==> config.mk <==
export PLATFORM = sky130hd
export DESIGN_NAME = i2c_cmd_master
export DESIGN_NICKNAME = d
export VERILOG_FILES = /design/src/rtl/i2c_pkg.sv /design/src/rtl/i2c_cmd_master_phase_tick.sv /design/src/rtl/i2c_cmd_master.sv
export SDC_FILE = /design/constraint.sdc
export NUM_CORES = 1
export LEC_CHECK = 0
export ABC_AREA = 0
export BUFFER_PORTS_ARGS = -buffer_cell sky130_fd_sc_hd__buf_2
export CAP_MARGIN = 40
export CORE_MARGIN = 10
export CORE_UTILIZATION = 40
export CTS_BUF_LIST = sky130_fd_sc_hd__clkbuf_4 sky130_fd_sc_hd__clkbuf_8
export DETAILED_ROUTE_END_ITERATION = 10
export HOLD_SLACK_MARGIN = 0.1
export PLACE_DENSITY = 0.65
export RECOVER_POWER = 25
export SYNTH_ARGS = -nofsm -noshare
export SYNTH_HDL_FRONTEND = slang
export SYNTH_SLANG_ARGS = --single-unit
==> constraint.sdc <==
create_clock -name clk -period 3.4 [get_ports clk]
set_input_delay 0.34 -clock clk [delete_from_list [all_inputs] [get_ports clk]]
set_output_delay 0.34 -clock clk [all_outputs]
set_load 0.005 [all_outputs]
==> src/rtl/i2c_pkg.sv <==
// i2c_pkg: shared constants for the I2C command master.
//   OP_*  : command opcodes on cmd_op
//   ST_*  : FSM state encoding
//   PH_*  : quarter-bit phase indices
package i2c_pkg;

    localparam logic [1:0] OP_START = 2'd0;
    localparam logic [1:0] OP_WRITE = 2'd1;
    localparam logic [1:0] OP_READ  = 2'd2;
    localparam logic [1:0] OP_STOP  = 2'd3;

    localparam logic [2:0] ST_IDLE  = 3'd0;
    localparam logic [2:0] ST_START = 3'd1;
    localparam logic [2:0] ST_BIT   = 3'd2;
    localparam logic [2:0] ST_STOP  = 3'd3;
    localparam logic [2:0] ST_RESP  = 3'd4;

    localparam logic [1:0] PH_0 = 2'd0;
    localparam logic [1:0] PH_1 = 2'd1;
    localparam logic [1:0] PH_2 = 2'd2;
    localparam logic [1:0] PH_3 = 2'd3;

endpackage

==> src/rtl/i2c_cmd_master_phase_tick.sv <==
// i2c_phase_tick: quarter-bit timebase for the I2C master.
//   clk, res_n : system clock, async active-low reset
//   restart    : reload divider and return to phase 0 (command accept)
//   run        : timebase advances only while an op is on the bus
//   stall      : holds the divider at terminal count (clock stretching)
//   tick       : one-cycle pulse on the last clk of each phase
//   phase      : current quarter-bit phase 0..3
module i2c_phase_tick
    import i2c_pkg::*;
#(
    parameter int CLK_DIV = 4
) (
    input  logic       clk,
    input  logic       res_n,
    input  logic       restart,
    input  logic       run,
    input  logic       stall,
    output logic       tick,
    output logic [1:0] phase
);

    localparam int CW = (CLK_DIV > 1) ? $clog2(CLK_DIV) : 1;
    localparam logic [CW-1:0] LOAD = CW'(CLK_DIV - 1);

    logic [CW-1:0] cnt;

    // Stall only at terminal count, so the synchroniser delay overlaps the
    // normal phase length and an unstretched phase is still CLK_DIV clk.
    assign tick = run && !restart && (cnt == '0) && !stall;

    always_ff @(posedge clk or negedge res_n) begin
        if (!res_n) begin
            cnt   <= LOAD;
            phase <= PH_0;
        end else if (restart) begin
            cnt   <= LOAD;
            phase <= PH_0;
        end else if (run) begin
            if (tick) begin
                cnt   <= LOAD;
                phase <= phase + 2'd1;
            end else if (cnt != '0) begin
                cnt <= cnt - 1'b1;
            end
        end
    end

endmodule

==> src/rtl/i2c_cmd_master.sv <==
// i2c_cmd_master: command-stream driven I2C master (START/WRITE/READ/STOP).
//   clk, res_n            : system clock, async active-low reset
//   cmd_valid/cmd_ready   : command handshake; cmd_op, cmd_data, cmd_nack
//   rsp_valid             : one-cycle pulse at the end of every command
//   rsp_data, rsp_err     : last READ byte; slave NACK or illegal sequence
//   busy                  : bus owned between START and STOP
//   scl_oe, sda_oe        : open-drain pulls (1 = drive low)
//   scl_in, sda_in        : pad levels, synchronised internally
// Build option: I2C_CLK_STRETCH_EN enables slave clock stretching in p1.
//
// state    | meaning
// ST_IDLE  | waiting for a command, cmd_ready=1
// ST_START | 4-phase (repeated) START condition
// ST_BIT   | 9 bits of WRITE or READ, 4 phases each
// ST_STOP  | 4-phase STOP condition
// ST_RESP  | rsp_valid pulse, then back to idle
module i2c_cmd_master
    import i2c_pkg::*;
#(
    parameter int CLK_DIV = 4,
    parameter int DATA_W  = 8
) (
    input  logic              clk,
    input  logic              res_n,
    input  logic              cmd_valid,
    output logic              cmd_ready,
    input  logic [1:0]        cmd_op,
    input  logic [DATA_W-1:0] cmd_data,
    input  logic              cmd_nack,
    output logic              rsp_valid,
    output logic [DATA_W-1:0] rsp_data,
    output logic              rsp_err,
    output logic              busy,
    output logic              scl_oe,
    output logic              sda_oe,
    input  logic              scl_in,
    input  logic              sda_in
);

    localparam int BW = $clog2(DATA_W + 1);
    localparam logic [BW-1:0] LAST_BIT = BW'(DATA_W);

    logic [2:0]        state;
    logic [1:0]        phase;
    logic              tick;
    logic              run;
    logic              stall;
    logic              accept;
    logic              rd_q;
    logic              nack_q;
    logic              last_bit;
    logic              bit_drive;
    logic [BW-1:0]     bit_cnt;
    logic [DATA_W-1:0] sh;
    logic [1:0]        scl_sync;
    logic [1:0]        sda_sync;
    logic              sda_s;

    assign cmd_ready = (state == ST_IDLE);
    assign rsp_valid = (state == ST_RESP);
    assign accept    = cmd_valid && cmd_ready;
    assign run       = (state == ST_START) || (state == ST_BIT) || (state == ST_STOP);
    assign sda_s     = sda_sync[1];
    assign last_bit  = (bit_cnt == LAST_BIT);

    // Idle-high reset value so a released bus is not seen as held low.
    always_ff @(posedge clk or negedge res_n) begin
        if (!res_n) begin
            scl_sync <= 2'b11;
            sda_sync <= 2'b11;
        end else begin
            scl_sync <= {scl_sync[0], scl_in};
            sda_sync <= {sda_sync[0], sda_in};
        end
    end

`ifdef I2C_CLK_STRETCH_EN
    assign stall = run && (phase == PH_1) && !scl_sync[1];
`else
    logic scl_unused;
    assign scl_unused = scl_sync[1];
    assign stall      = 1'b0;
`endif

    i2c_phase_tick #(.CLK_DIV(CLK_DIV)) u_tick (
        .clk     (clk),
        .res_n   (res_n),
        .restart (accept),
        .run     (run),
        .stall   (stall),
        .tick    (tick),
        .phase   (phase)
    );

    always_ff @(posedge clk or negedge res_n) begin
        if (!res_n) begin
            state    <= ST_IDLE;
            rd_q     <= 1'b0;
            nack_q   <= 1'b0;
            bit_cnt  <= '0;
            sh       <= '0;
            rsp_data <= '0;
            rsp_err  <= 1'b0;
            busy     <= 1'b0;
        end else begin
            case (state)
                ST_IDLE: begin
                    if (accept) begin
                        rd_q    <= (cmd_op == OP_READ);
                        nack_q  <= cmd_nack;
                        sh      <= (cmd_op == OP_WRITE) ? cmd_data : '0;
                        bit_cnt <= '0;
                        rsp_err <= 1'b0;
                        if (cmd_op == OP_START) begin
                            state <= ST_START;
                        end else if (!busy) begin
                            // Data or STOP without owning the bus: report, touch nothing.
                            state   <= ST_RESP;
                            rsp_err <= 1'b1;
                        end else if (cmd_op == OP_STOP) begin
                            state <= ST_STOP;
                        end else begin
                            state <= ST_BIT;
                        end
                    end
                end
                ST_START: begin
                    if (tick && phase == PH_3) begin
                        busy  <= 1'b1;
                        state <= ST_RESP;
                    end
                end
                ST_BIT: begin
                    if (tick && phase == PH_2) begin
                        if (last_bit) begin
                            if (!rd_q) rsp_err <= sda_s;
                        end else if (rd_q) begin
                            sh <= {sh[DATA_W-2:0], sda_s};
                        end
                    end
                    // Write data shifts after SCL is low again so SDA never
                    // moves while SCL is high.
                    if (tick && phase == PH_3) begin
                        if (last_bit) begin
                            if (rd_q) rsp_data <= sh;
                            state <= ST_RESP;
                        end else begin
                            bit_cnt <= bit_cnt + 1'b1;
                            if (!rd_q) sh <= {sh[DATA_W-2:0], 1'b0};
                        end
                    end
                end
                ST_STOP: begin
                    if (tick && phase == PH_3) begin
                        busy  <= 1'b0;
                        state <= ST_RESP;
                    end
                end
                ST_RESP: state <= ST_IDLE;
                default: state <= ST_IDLE;
            endcase
        end
    end

    // Bit 9 is ACK: write releases SDA, read ACKs unless told to NACK.
    assign bit_drive = last_bit ? (rd_q && !nack_q) : (!rd_q && !sh[DATA_W-1]);

    // Between ops the owner keeps SCL low and SDA released.
    always_comb begin
        scl_oe = busy;
        sda_oe = 1'b0;
        case (state)
            ST_START: begin
                case (phase)
                    PH_0:    begin scl_oe = busy; sda_oe = 1'b0; end
                    PH_1:    begin scl_oe = 1'b0; sda_oe = 1'b0; end
                    PH_2:    begin scl_oe = 1'b0; sda_oe = 1'b1; end
                    default: begin scl_oe = 1'b1; sda_oe = 1'b1; end
                endcase
            end
            ST_BIT: begin
                scl_oe = (phase == PH_0) || (phase == PH_3);
                sda_oe = bit_drive;
            end
            ST_STOP: begin
                case (phase)
                    PH_0:    begin scl_oe = 1'b1; sda_oe = 1'b1; end
                    PH_1:    begin scl_oe = 1'b0; sda_oe = 1'b1; end
                    default: begin scl_oe = 1'b0; sda_oe = 1'b0; end
                endcase
            end
            default: ;
        endcase
    end

endmodule

==> results of run 1 <==
## worst paths after layout
path                          startpoint     endpoint  slack, ps  depth (start not counted)
hold / removal                    sda_in  sda_sync[0]        140                          1
hold reg to reg              sda_sync[0]  sda_sync[1]        370                          0
max in group asynchronous          res_n         rd_q       1890                          1
setup reg to reg           u_tick.cnt[0]  rsp_data[2]       1070                          6
setup / recovery           u_tick.cnt[0]  rsp_data[2]       1070                          6
min in group asynchronous          res_n       nack_q        500                          1
## power by group
group          internal, W  total, W  leakage [nW]  switching, W
Clock             0.000247  0.000391        0.0619      0.000144
Sequential        0.000489  0.000632         0.419      0.000144
Combinational     0.000202  0.000438         0.610      0.000236
Total             0.000938   0.00146          1.09      0.000523
## cell type report
cell class / instances / area share (%)
Multi-Input combinational cell: 165 / 48.3
Sequential cell: 33 / 35.0
Tap cell: 70 / 3.69
Clock inverter: 1 / 1.27
Inverter: 9 / 1.42
Clock buffer: 7 / 3.80
Timing Repair Buffer: 30 / 6.49
## kinds of logic after synthesis
group	after synthesis	share of synthesized area (%)
xor gates and xnor gates	3	1.26
muxes	18	9.24
AOI/OAI and AO/OA	65	21.5
buffers and inverters	22	5.22
adders and majority gates	7	4.20
and+or+nand+nor	72	18.7
DFF	33	39.9
## state kept, by name, indices dropped and copies added (netlist names)
register and flops:
sh 8, u_tick.phase 2, bit_cnt 4, busy 1, u_tick.cnt 2, rsp_data 8
sda_sync 2, nack_q 1, rsp_err 1, rd_q 1, state 3
## critical path, cell delays in order (launching register included)
cell and delay [ps]:
dfstp_2 370, inv_1 70, ha_1 290, and3b_1 460, and2_1 210, and3_1 430, mux2_2 380
## metrics by stage
stage          setup WS [ps]  instance area, µm²  hold WS [ps]  instances  total power (W)
4_1_cts                 1060                2370           136        315          0.00147
2_1_floorplan           1440                2080          44.4        220         0.000967
3_3_place_gp            1080                2250           347        307          0.00107
5_1_grt                  914                2370           130        315          0.00158
6_report                1070                2370           141        315          0.00146
3_5_place_dp            1090                2250           349        307          0.00108
## cells in the mapped netlist, types with 7 or more instances
| master | count | area (µm²) |
|---|---|---|
| o21ai_0 | 8 | 40.0 |
| nor2_1 | 10 | 37.5 |
| nand3_1 | 9 | 45.0 |
| a21oi_1 | 11 | 55.1 |
| a211oi_1 | 8 | 60.1 |
| mux2_2 | 10 | 113 |
| inv_1 | 8 | 30.0 |
| o31ai_1 | 8 | 60.1 |
| o21ai_1 | 7 | 35.0 |
| mux2i_1 | 8 | 80.1 |
| dfrtp_1 | 29 | 726 |
| o21a_1 | 7 | 52.6 |
| ha_1 | 7 | 87.6 |
| nand2_1 | 20 | 75.1 |
## layer usage
metal	track usage [%]	wire [µm]	up-vias
met4	3.98	58	0
met5	0	0	-
li1	-	-	854
met2	17.9	2110	32
met3	3.67	211	7
met1	15.3	2320	778
==> qor.yml, run 1 <==
hold_path:
  hold_path_class: "primary input to flip-flop"
layout:
  fillers: 524
  layout_common_cells: "dfrtp_1 (29), buf_2 (27), nand2_1 (20), a21oi_1 (11)"
  layout.nets: 267
  multi_input_area_mm2: 0.00114
  drive_gt1_share_pct: 23.7
  fin_util_pct: 46.7
  antenna_cells: 0
  syn_to_final_growth_pct: 13.7
  final_common_cell: "dfrtp_1"
  regArea_um2: 831
clock_network:
  cts_tree: "yes"
  cts_buffer_depth: 2
  post-cts-setup-buffers: 0
  post_cts_resized: 0
  clk_pin_slew_ps: 70
  cts_num_sinks: 33
  cts-root-buf: "clkbuf_8"
  cts_made_buffers: 5
  cts-htree-levels: 2
  clk_latency_ps: 290
  hold_buffers: 0
timing:
  period_minus_slack_ps: 2330
  period_share_pct: 68.6
  finalHoldViolCount: 0
  drv_slew: 34
  setup_violations: 0
  tns_ps: 0
  worstMarginPinSlew_ps: 1740
  rsz0062_at_grt: "no"
  fmax_mhz: 429
  slew_headroom_pct: -15.9
  skew_ps: 11.8
worst_setup_path:
  worst-setup-path-type: "flip-flop to flip-flop"
  end_kind: "flip-flop"
  crit_arrival_ps: 2500
  cp.required_ps: 3570
  start_kind: "flip-flop"
  worstPathMaxFanout: 12
pwr:
  leakage_nw: 1.09
  vdd_drop_max_v: 0.000360
  power.density_mw_per_mm2: 616
global_route:
  grt_max_degree: 34
  grt_antenna_before_repair: 0
  grt.total_usage_pct: 11.8
  grt_overflow: 0
  grt_pass1_wl_um: 8270
  grt_pass1_vias: 1718
outcome:
  status: "finished with violations"
  violations: "max-capacitance violations, max-slew violations"
yosys:
  synth_nets: 243
  synth-edff-count: 0
  synth_cell_types: 53
  synth-seq-cells: 33
  netlist_instances: 220
  synth_ff_type: "dfrtp_1"
  seq_area_frac_synth_pct: 39.9
  avgSynthCellArea_um2: 9.47
  syn_area_mm2: 0.00208
  yosys_warnings: 0
  async_flop_share_pct: 100
floorplan:
  core_mm2: 0.00507
  rows: 26
  start_util_pct: 41.1
  io_pins: 30
  die_w_um: 92.2
  die-area_mm2: 0.00850
  die_y_um: 92.2
drt:
  drc: 0
  avgViaCountPerCell: 5.30
  detail-route-antenna-nets: 0
  wl_per_cell_um: 14.9
  first_pass_iters: 4
  drt_wl_total_um: 4700
  num_vias: 1671
  drt_iter0_drc: 88
place:
  port_buffers: 28
  routabilityCongestion: 0.803
  hpwl_um: 3370
flow_run:
  cap_violations: 1
(Power assumes the default switching activity.)
==> run 2, diff against run 1 <==
--- a/config.mk
+++ b/config.mk
@@ -13,7 +13,7 @@
 export CTS_BUF_LIST = sky130_fd_sc_hd__clkbuf_4 sky130_fd_sc_hd__clkbuf_8
 export DETAILED_ROUTE_END_ITERATION = 10
 export HOLD_SLACK_MARGIN = 0.1
-export PLACE_DENSITY = 0.65
+export PLACE_DENSITY = 0.67
 export RECOVER_POWER = 25
 export SYNTH_ARGS = -nofsm -noshare
 export SYNTH_HDL_FRONTEND = slang
==> constraint.sdc (replaced) <==
create_clock -name clk -period 1.9 [get_ports clk]
set_input_delay 0.19 -clock clk [delete_from_list [all_inputs] [get_ports clk]]
set_output_delay 0.19 -clock clk [all_outputs]
set_load 0.005 [all_outputs]
==> qor.yml, run 2 (same netlist as run 1, synthesis figures left out) <==
outcome:
  status: "finished with violations"  # unchanged
  violations: "negative setup slack"  # was max-capacitance violations, max-slew violations
global_route:
  grt.total_usage_pct: 12.9  # was 11.8%
  grt_antenna_before_repair: 0  # unchanged
  grt_overflow: 0  # unchanged
  grt_pass1_wl_um: 8960  # was 8270 µm
  grt_pass1_vias: 1830  # was 1718
  grt_max_degree: 34  # unchanged
clock_network:
  cts_buffer_depth: 2  # unchanged
  cts_num_sinks: 33  # unchanged
  cts-root-buf: "clkbuf_8"  # unchanged
  cts_made_buffers: 5  # unchanged
  clk_latency_ps: 290  # about the same
  clk_pin_slew_ps: 70  # about the same
  cts-htree-levels: 2  # unchanged
  cts_tree: "yes"  # unchanged
layout:
  multi_input_area_mm2: 0.00124  # was 0.00114 mm²
  layout_common_cells: "buf_4 (33), dfrtp_1 (29), buf_2 (21), nand2_1 (19), a21oi_1 (11)"  # was dfrtp_1 (29), buf_2 (27), nand2_1 (20), a21oi_1 (11)
  antenna_cells: 0  # unchanged
  layout.nets: 307  # was 267
  syn_to_final_growth_pct: 34.5  # was 13.7%
  drive_gt1_share_pct: 37.5  # was 23.7%
  final_common_cell: "buf_4"  # was dfrtp_1
  reg.largest.list: "rsp_data: 8 flops, sh: 8 flops, bit_cnt: 4 flops"  # unchanged
  regArea_um2: 831  # unchanged
  fin_util_pct: 55.3  # was 46.7%
  fillers: 462  # was 524
pwr:
  power.density_mw_per_mm2: 1050  # was 616 mW/mm²
  p_switching_w: 0.00105  # was 0.000523 W
  power_frac_comb_pct: 39.5  # was 30.0%
  p_total_w: 0.00295  # was 0.00146 W
  leakage_nw: 1.28  # was 1.09 nW
  intPower_w: 0.00190  # was 0.000938 W
  p_seq_share_pct: 36.9  # was 43.3%
  vdd_drop_max_v: 0.000649  # was 0.000360 V
  clkPwrFrac_pct: 23.6  # was 26.7%
  swShare_pct: 35.4  # was 35.8%
timing:
  skew_ps: 4.96  # was 11.8 ps
  finalHoldViolCount: 0  # unchanged
  hold_ws_ps: 137  # was 141 ps
  worstMarginPinSlew_ps: 848  # was 1740 ps
  drv_slew: 0  # was 34
  fmax_mhz: 509
  slew_headroom_pct: 43.4  # was -15.9%
  rsz0062_at_grt: "yes"  # was no
  setup_violations: 8  # was 0
  period_minus_slack_ps: 1960
  period_share_pct: 103
  setup_ws_ps: -62.7  # was 1070 ps
hold_path:
  hold_depth: 2  # was 1
  hp-start: "cmd_valid"  # was sda_in
  hold_path_class: "primary input to flip-flop"  # unchanged
  hold_path_end: "state[2]"  # was sda_sync[0]
place:
  hpwl_um: 3800  # was 3370 µm
  port_buffers: 28  # unchanged
  routabilityCongestion: 0.788  # was 0.803
worst_setup_path:
  r2r_cells: 8  # was 6
  cp.required_ps: 1710  # was 3570 ps
  crit_arrival_ps: 1770  # was 2500 ps
  crit_chain: "inv_1, ha_2, and3b_2, buf_6, nand3b_1, o31ai_4, a22oi_2, nor2_1, buf_2"  # was inv_1, ha_1, and3b_1, and2_1, and3_1, mux2_2
  start_kind: "flip-flop"  # unchanged
  reg2reg_from: "bit_cnt[0]"  # was u_tick.cnt[0]
  worstPathMaxFanout: 4  # was 12
  worst-setup-path-type: "flip-flop to primary output"  # was flip-flop to flip-flop
  regToRegSetupSlack_ps: -60  # was 1070 ps
  reg2reg_to: "sh[5]"  # was rsp_data[2]
  max_stage_delay_ps: 380  # was 460 ps
  end_kind: "primary output"  # was flip-flop
  slowest_stage: "dfrtp_1"  # was and3b_1
drt:
  drt_iter0_drc: 128  # was 88
  drc: 0  # unchanged
  detail-route-antenna-nets: 0  # unchanged
  avgViaCountPerCell: 5.40  # was 5.30
  drt_wl_total_um: 5380  # was 4700 µm
  num_vias: 1918  # was 1671
  wl_per_cell_um: 15.2  # was 14.9 µm
  first_pass_iters: 4  # unchanged
floorplan:
  die-area_mm2: 0.00850  # unchanged
  rows: 26  # unchanged
  die_y_um: 92.2  # unchanged
  die_w_um: 92.2  # unchanged
  core_mm2: 0.00507  # unchanged
  io_pins: 30  # unchanged
  start_util_pct: 41.1  # unchanged
flow_run:
  cap_violations: 0  # was 1
[run 2: cell types whose count changed in the layout (fill, tap and decap cells not counted), sizes merged]
cell	previous run	this run
buf	29	59
clkbuf	8	15
dlygate4sd3	0	3
[run 2: how the worst max path moves through the flow]
| stage | startpoint | end | slack (ps) | cells after the start |
|---|---|---|---|---|
| finish | bit_cnt[1] | sda_oe | -60 | 9 |
| detailed placement | u_tick.cnt[0] | rsp_data[7] | -170 | 6 |
| CTS | bit_cnt[0] | sh[6] | -60 | 8 |
| global route | bit_cnt[1] | sda_oe | -180 | 9 |
| global placement | u_tick.cnt[0] | rsp_data[6] | -130 | 6 |
| floorplan | bit_cnt[0] | sh[5] | 10 | 9 |
[run 2: power groups by stage]
stage               Combinational, W  Sequential (W)  Clock [W]
floorplan                   0.000731         0.00100          0
global placement            0.000995         0.00108          0
detailed placement           0.00101         0.00108          0
CTS                          0.00111         0.00107   0.000717
global route                 0.00130         0.00111   0.000753
finish                       0.00117         0.00109   0.000697
[run 2: cell type report]
class,count,area share (%)
clock buffer,7,3.21
clock inverter,1,1.07
inverter,9,1.20
multi-input combinational,165,44.4
sequential,33,29.6
tap,70,3.12
timing repair buffer,70,17.4
[run 2: repair_timing]
action,CTS,global route
resized for setup,11,14
cloned,0,1
buffers inserted,6,2
endpoints found under the setup margin,22,13
pin swaps,9,9
hold buffers,3,0
hold endpoints to repair,31,0
[run 2: stage by stage]
stage          instances  worst slack, ps  cell area, µm²  setup TNS (ps)
2_1_floorplan        220             9.50            2090               0
5_1_grt              355             -182            2800            -955
3_3_place_gp         336             -130            2480           -1510
4_1_cts              353            -60.3            2730            -264
3_5_place_dp         336             -175            2480           -2100
6_report             355            -62.7            2800            -305
[run 2: per-layer routing]
| metal | vias to the layer above | routed length [µm] | global-route usage [%] |
|---|---|---|---|
| met3 | 10 | 259 | 3.83 |
| met2 | 50 | 2620 | 19.6 |
| met5 | - | 0 | 0 |
| li1 | 930 | - | - |
| met1 | 928 | 2410 | 16.9 |
| met4 | 0 | 94 | 5.01 |
[run 2: critical path: cells and delay by family, from the launching register on]
kind / cells / cell delay [ps]
and+or+nand+nor: 3 / 450
DFF: 1 / 380
buffers and inverters: 3 / 320
AOI/OAI and AO/OA: 2 / 190
adders and majority gates: 1 / 150
==> run 3, diff against run 2 <==
--- a/config.mk
+++ b/config.mk
@@ -9,11 +9,11 @@
 export BUFFER_PORTS_ARGS = -buffer_cell sky130_fd_sc_hd__buf_2
 export CAP_MARGIN = 40
 export CORE_MARGIN = 10
-export CORE_UTILIZATION = 40
+export CORE_UTILIZATION = 43
 export CTS_BUF_LIST = sky130_fd_sc_hd__clkbuf_4 sky130_fd_sc_hd__clkbuf_8
 export DETAILED_ROUTE_END_ITERATION = 10
 export HOLD_SLACK_MARGIN = 0.1
-export PLACE_DENSITY = 0.67
+export PLACE_DENSITY = 0.71
 export RECOVER_POWER = 25
 export SYNTH_ARGS = -nofsm -noshare
 export SYNTH_HDL_FRONTEND = slang
==> qor.yml, run 3 (same netlist as run 1, synthesis figures left out) <==
outcome:
  status: "finished with violations"  # unchanged
  violations: "negative setup slack"  # unchanged
worst_setup_path:
  worstPathMaxFanout: 7  # was 4
  reg2reg_to: "sh[6]"  # was sh[5]
  cp.required_ps: 1710  # about the same
  start_kind: "flip-flop"  # unchanged
  r2r_cells: 7  # was 8
  end_kind: "primary output"  # unchanged
  crit_arrival_ps: 1730  # was 1770 ps
  worst-setup-path-type: "flip-flop to primary output"  # unchanged
  reg2reg_from: "bit_cnt[1]"  # was bit_cnt[0]
  regToRegSetupSlack_ps: -20  # was -60 ps
global_route:
  busiest_layer: "met2"  # unchanged
  grt_max_degree: 34  # unchanged
  use_met2_pct: 22.6  # was 19.6%
  grt_use_met3_pct: 3.70  # was 3.83%
  grt_antenna_before_repair: 0  # unchanged
  grt.total_usage_pct: 13.8  # was 12.9%
  use_met1_pct: 17.0  # was 16.9%
  grt_pass1_vias: 1819  # was 1830
  grt_overflow: 0  # unchanged
  grt_pass1_wl_um: 8650  # was 8960 µm
place:
  port_buffers: 28  # unchanged
  placed_area_mm2: 0.00250  # was 0.00248 mm²
  place_inst: 338  # was 336
  post-place-ws_ps: -149  # was -175 ps
  routabilityCongestion: 0.833  # was 0.788
  hpwl_um: 3790  # was 3800 µm
hold_path:
  hold_depth: 2  # unchanged
  hold_path_class: "primary input to flip-flop"  # unchanged
  hold_path_end: "state[2]"  # unchanged
  hp-start: "cmd_valid"  # unchanged
timing:
  rsz0062_at_grt: "yes"  # unchanged
  period_minus_slack_ps: 1920  # was 1960 ps
  tns_ps: -44.9  # was -305 ps
  fmax_mhz: 520  # was 509 MHz
  worstMarginPinSlew_ps: 834  # was 848 ps
  setup_ws_ps: -23.1  # was -62.7 ps
  skew_ps: 5.10  # was 4.96 ps
  slew_headroom_pct: 44.4  # was 43.4%
  setup_violations: 2  # was 8
  period_share_pct: 101  # was 103%
  drv_slew: 0  # unchanged
  finalHoldViolCount: 0  # unchanged
clock_network:
  clk_latency_ps: 290  # about the same
  clk_pin_slew_ps: 60  # was 70 ps
  cts_tree: "yes"  # unchanged
  cts-htree-levels: 2  # unchanged
  cts-root-buf: "clkbuf_8"  # unchanged
  cts_buffer_depth: 2  # unchanged
  cts_num_sinks: 33  # unchanged
  cts_made_buffers: 5  # unchanged
layout:
  drive_gt1_share_pct: 41.4  # was 37.5%
  reg.largest.list: "rsp_data: 8 flops, sh: 8 flops, bit_cnt: 4 flops"  # unchanged
  antenna_cells: 0  # unchanged
  layout.nets: 308  # was 307
  layout_common_cells: "buf_4 (35), dfrtp_1 (29), nand2_1 (20), buf_2 (19), a21oi_1 (11)"  # was buf_4 (33), dfrtp_1 (29), buf_2 (21), nand2_1 (19), a21oi_1 (11)
  syn_to_final_growth_pct: 35.5  # was 34.5%
  final_cell_area_mm2: 0.00283  # was 0.00280 mm²
  fin_util_pct: 59.8  # was 55.3%
  stdcell_count: 352  # was 355
  final_common_cell: "buf_4"  # unchanged
flow_run:
  cap_violations: 0  # unchanged
pwr:
  power.density_mw_per_mm2: 1020  # was 1050 mW/mm²
  vdd_drop_max_v: 0.000863  # was 0.000649 V
  leakage_nw: 1.27  # was 1.28 nW
drt:
  wl_per_cell_um: 15.3  # was 15.2 µm
  drt_iter0_drc: 99  # was 128
  drc: 0  # unchanged
  first_pass_iters: 4  # unchanged
  num_vias: 1920  # was 1918
  avgViaCountPerCell: 5.45  # was 5.40
  drt_wl_total_um: 5380  # unchanged
  detail-route-antenna-nets: 0  # unchanged
floorplan:
  core_mm2: 0.00472  # was 0.00507 mm²
  die_y_um: 89.6  # was 92.2 µm
  die_w_um: 89.6  # was 92.2 µm
  rows: 25  # was 26
  start_util_pct: 44.1  # was 41.1%
  die-area_mm2: 0.00803  # was 0.00850 mm²
  io_pins: 30  # unchanged
-- run 3: cell types whose count changed in the layout (fill, tap and decap cells not counted), sizes merged --
cell	delta
bufinv	-1
clkbuf	+1
-- run 3: timing repair --
| item | 4_1_cts | 5_1_grt |
|---|---|---|
| setup endpoints to repair | 22 | 15 |
| endpoints found under the hold margin | 31 | 0 |
| hold buffers | 3 | 0 |
| gates resized for setup | 8 | 34 |
| cloned | 0 | 0 |
| buffers inserted | 1 | 3 |
| pin swaps | 4 | 18 |
-- run 3: routing by layer --
metal  vias to the layer above  routed length, µm
li1                        932                  -
met1                       930               2370
met2                        48               2670
met3                        10                227
met4                         0                115
met5                         -                  0
-- run 3: critical path: stages, from the launching register on --
cell      delay [ps]
dfrtp_1          380
inv_2             70
ha_4             120
and3b_2          290
nand3b_1         160
o31ai_4          100
a22oi_2          110
nor2_1           100
buf_2            110
-- run 3: stage by stage --
stage | power [W] | hold WS, ps
CTS | 0.00276 | 142
detailed placement | 0.00211 | 297
finish | 0.00289 | 141
global placement | 0.00208 | 294
global route | 0.00308 | 139
floorplan | 0.00173 | -106
-- run 3: final cells by class --
cell class,instances,area (µm²)
well taps,67,83.8
inverters,9,36.3
repair buffers,71,497
multi-input cells,165,1290
fillers,394,1900
flip-flops and latches,33,831
clock buffers,7,90.1
-- run 3: worst max-delay path by stage --
| stage | startpoint | to | slack (ps) |
|---|---|---|---|
| 6_report | bit_cnt[1] | sda_oe | -20 |
| 3_3_place_gp | u_tick.cnt[0] | state[1] | -90 |
| 2_1_floorplan | bit_cnt[0] | sh[5] | 10 |
| 5_1_grt | bit_cnt[0] | sh[4] | -120 |
| 4_1_cts | bit_cnt[0] | sda_oe | -10 |
| 3_5_place_dp | u_tick.cnt[0] | rsp_data[5] | -150 |
-- run 3: report_power, final --
group | switching [W] | internal [W] | total (W)
clock network | 0.000244 | 0.000301 | 0.000546
registers | 0.000232 | 0.000876 | 0.00111
logic | 0.000601 | 0.000637 | 0.00124
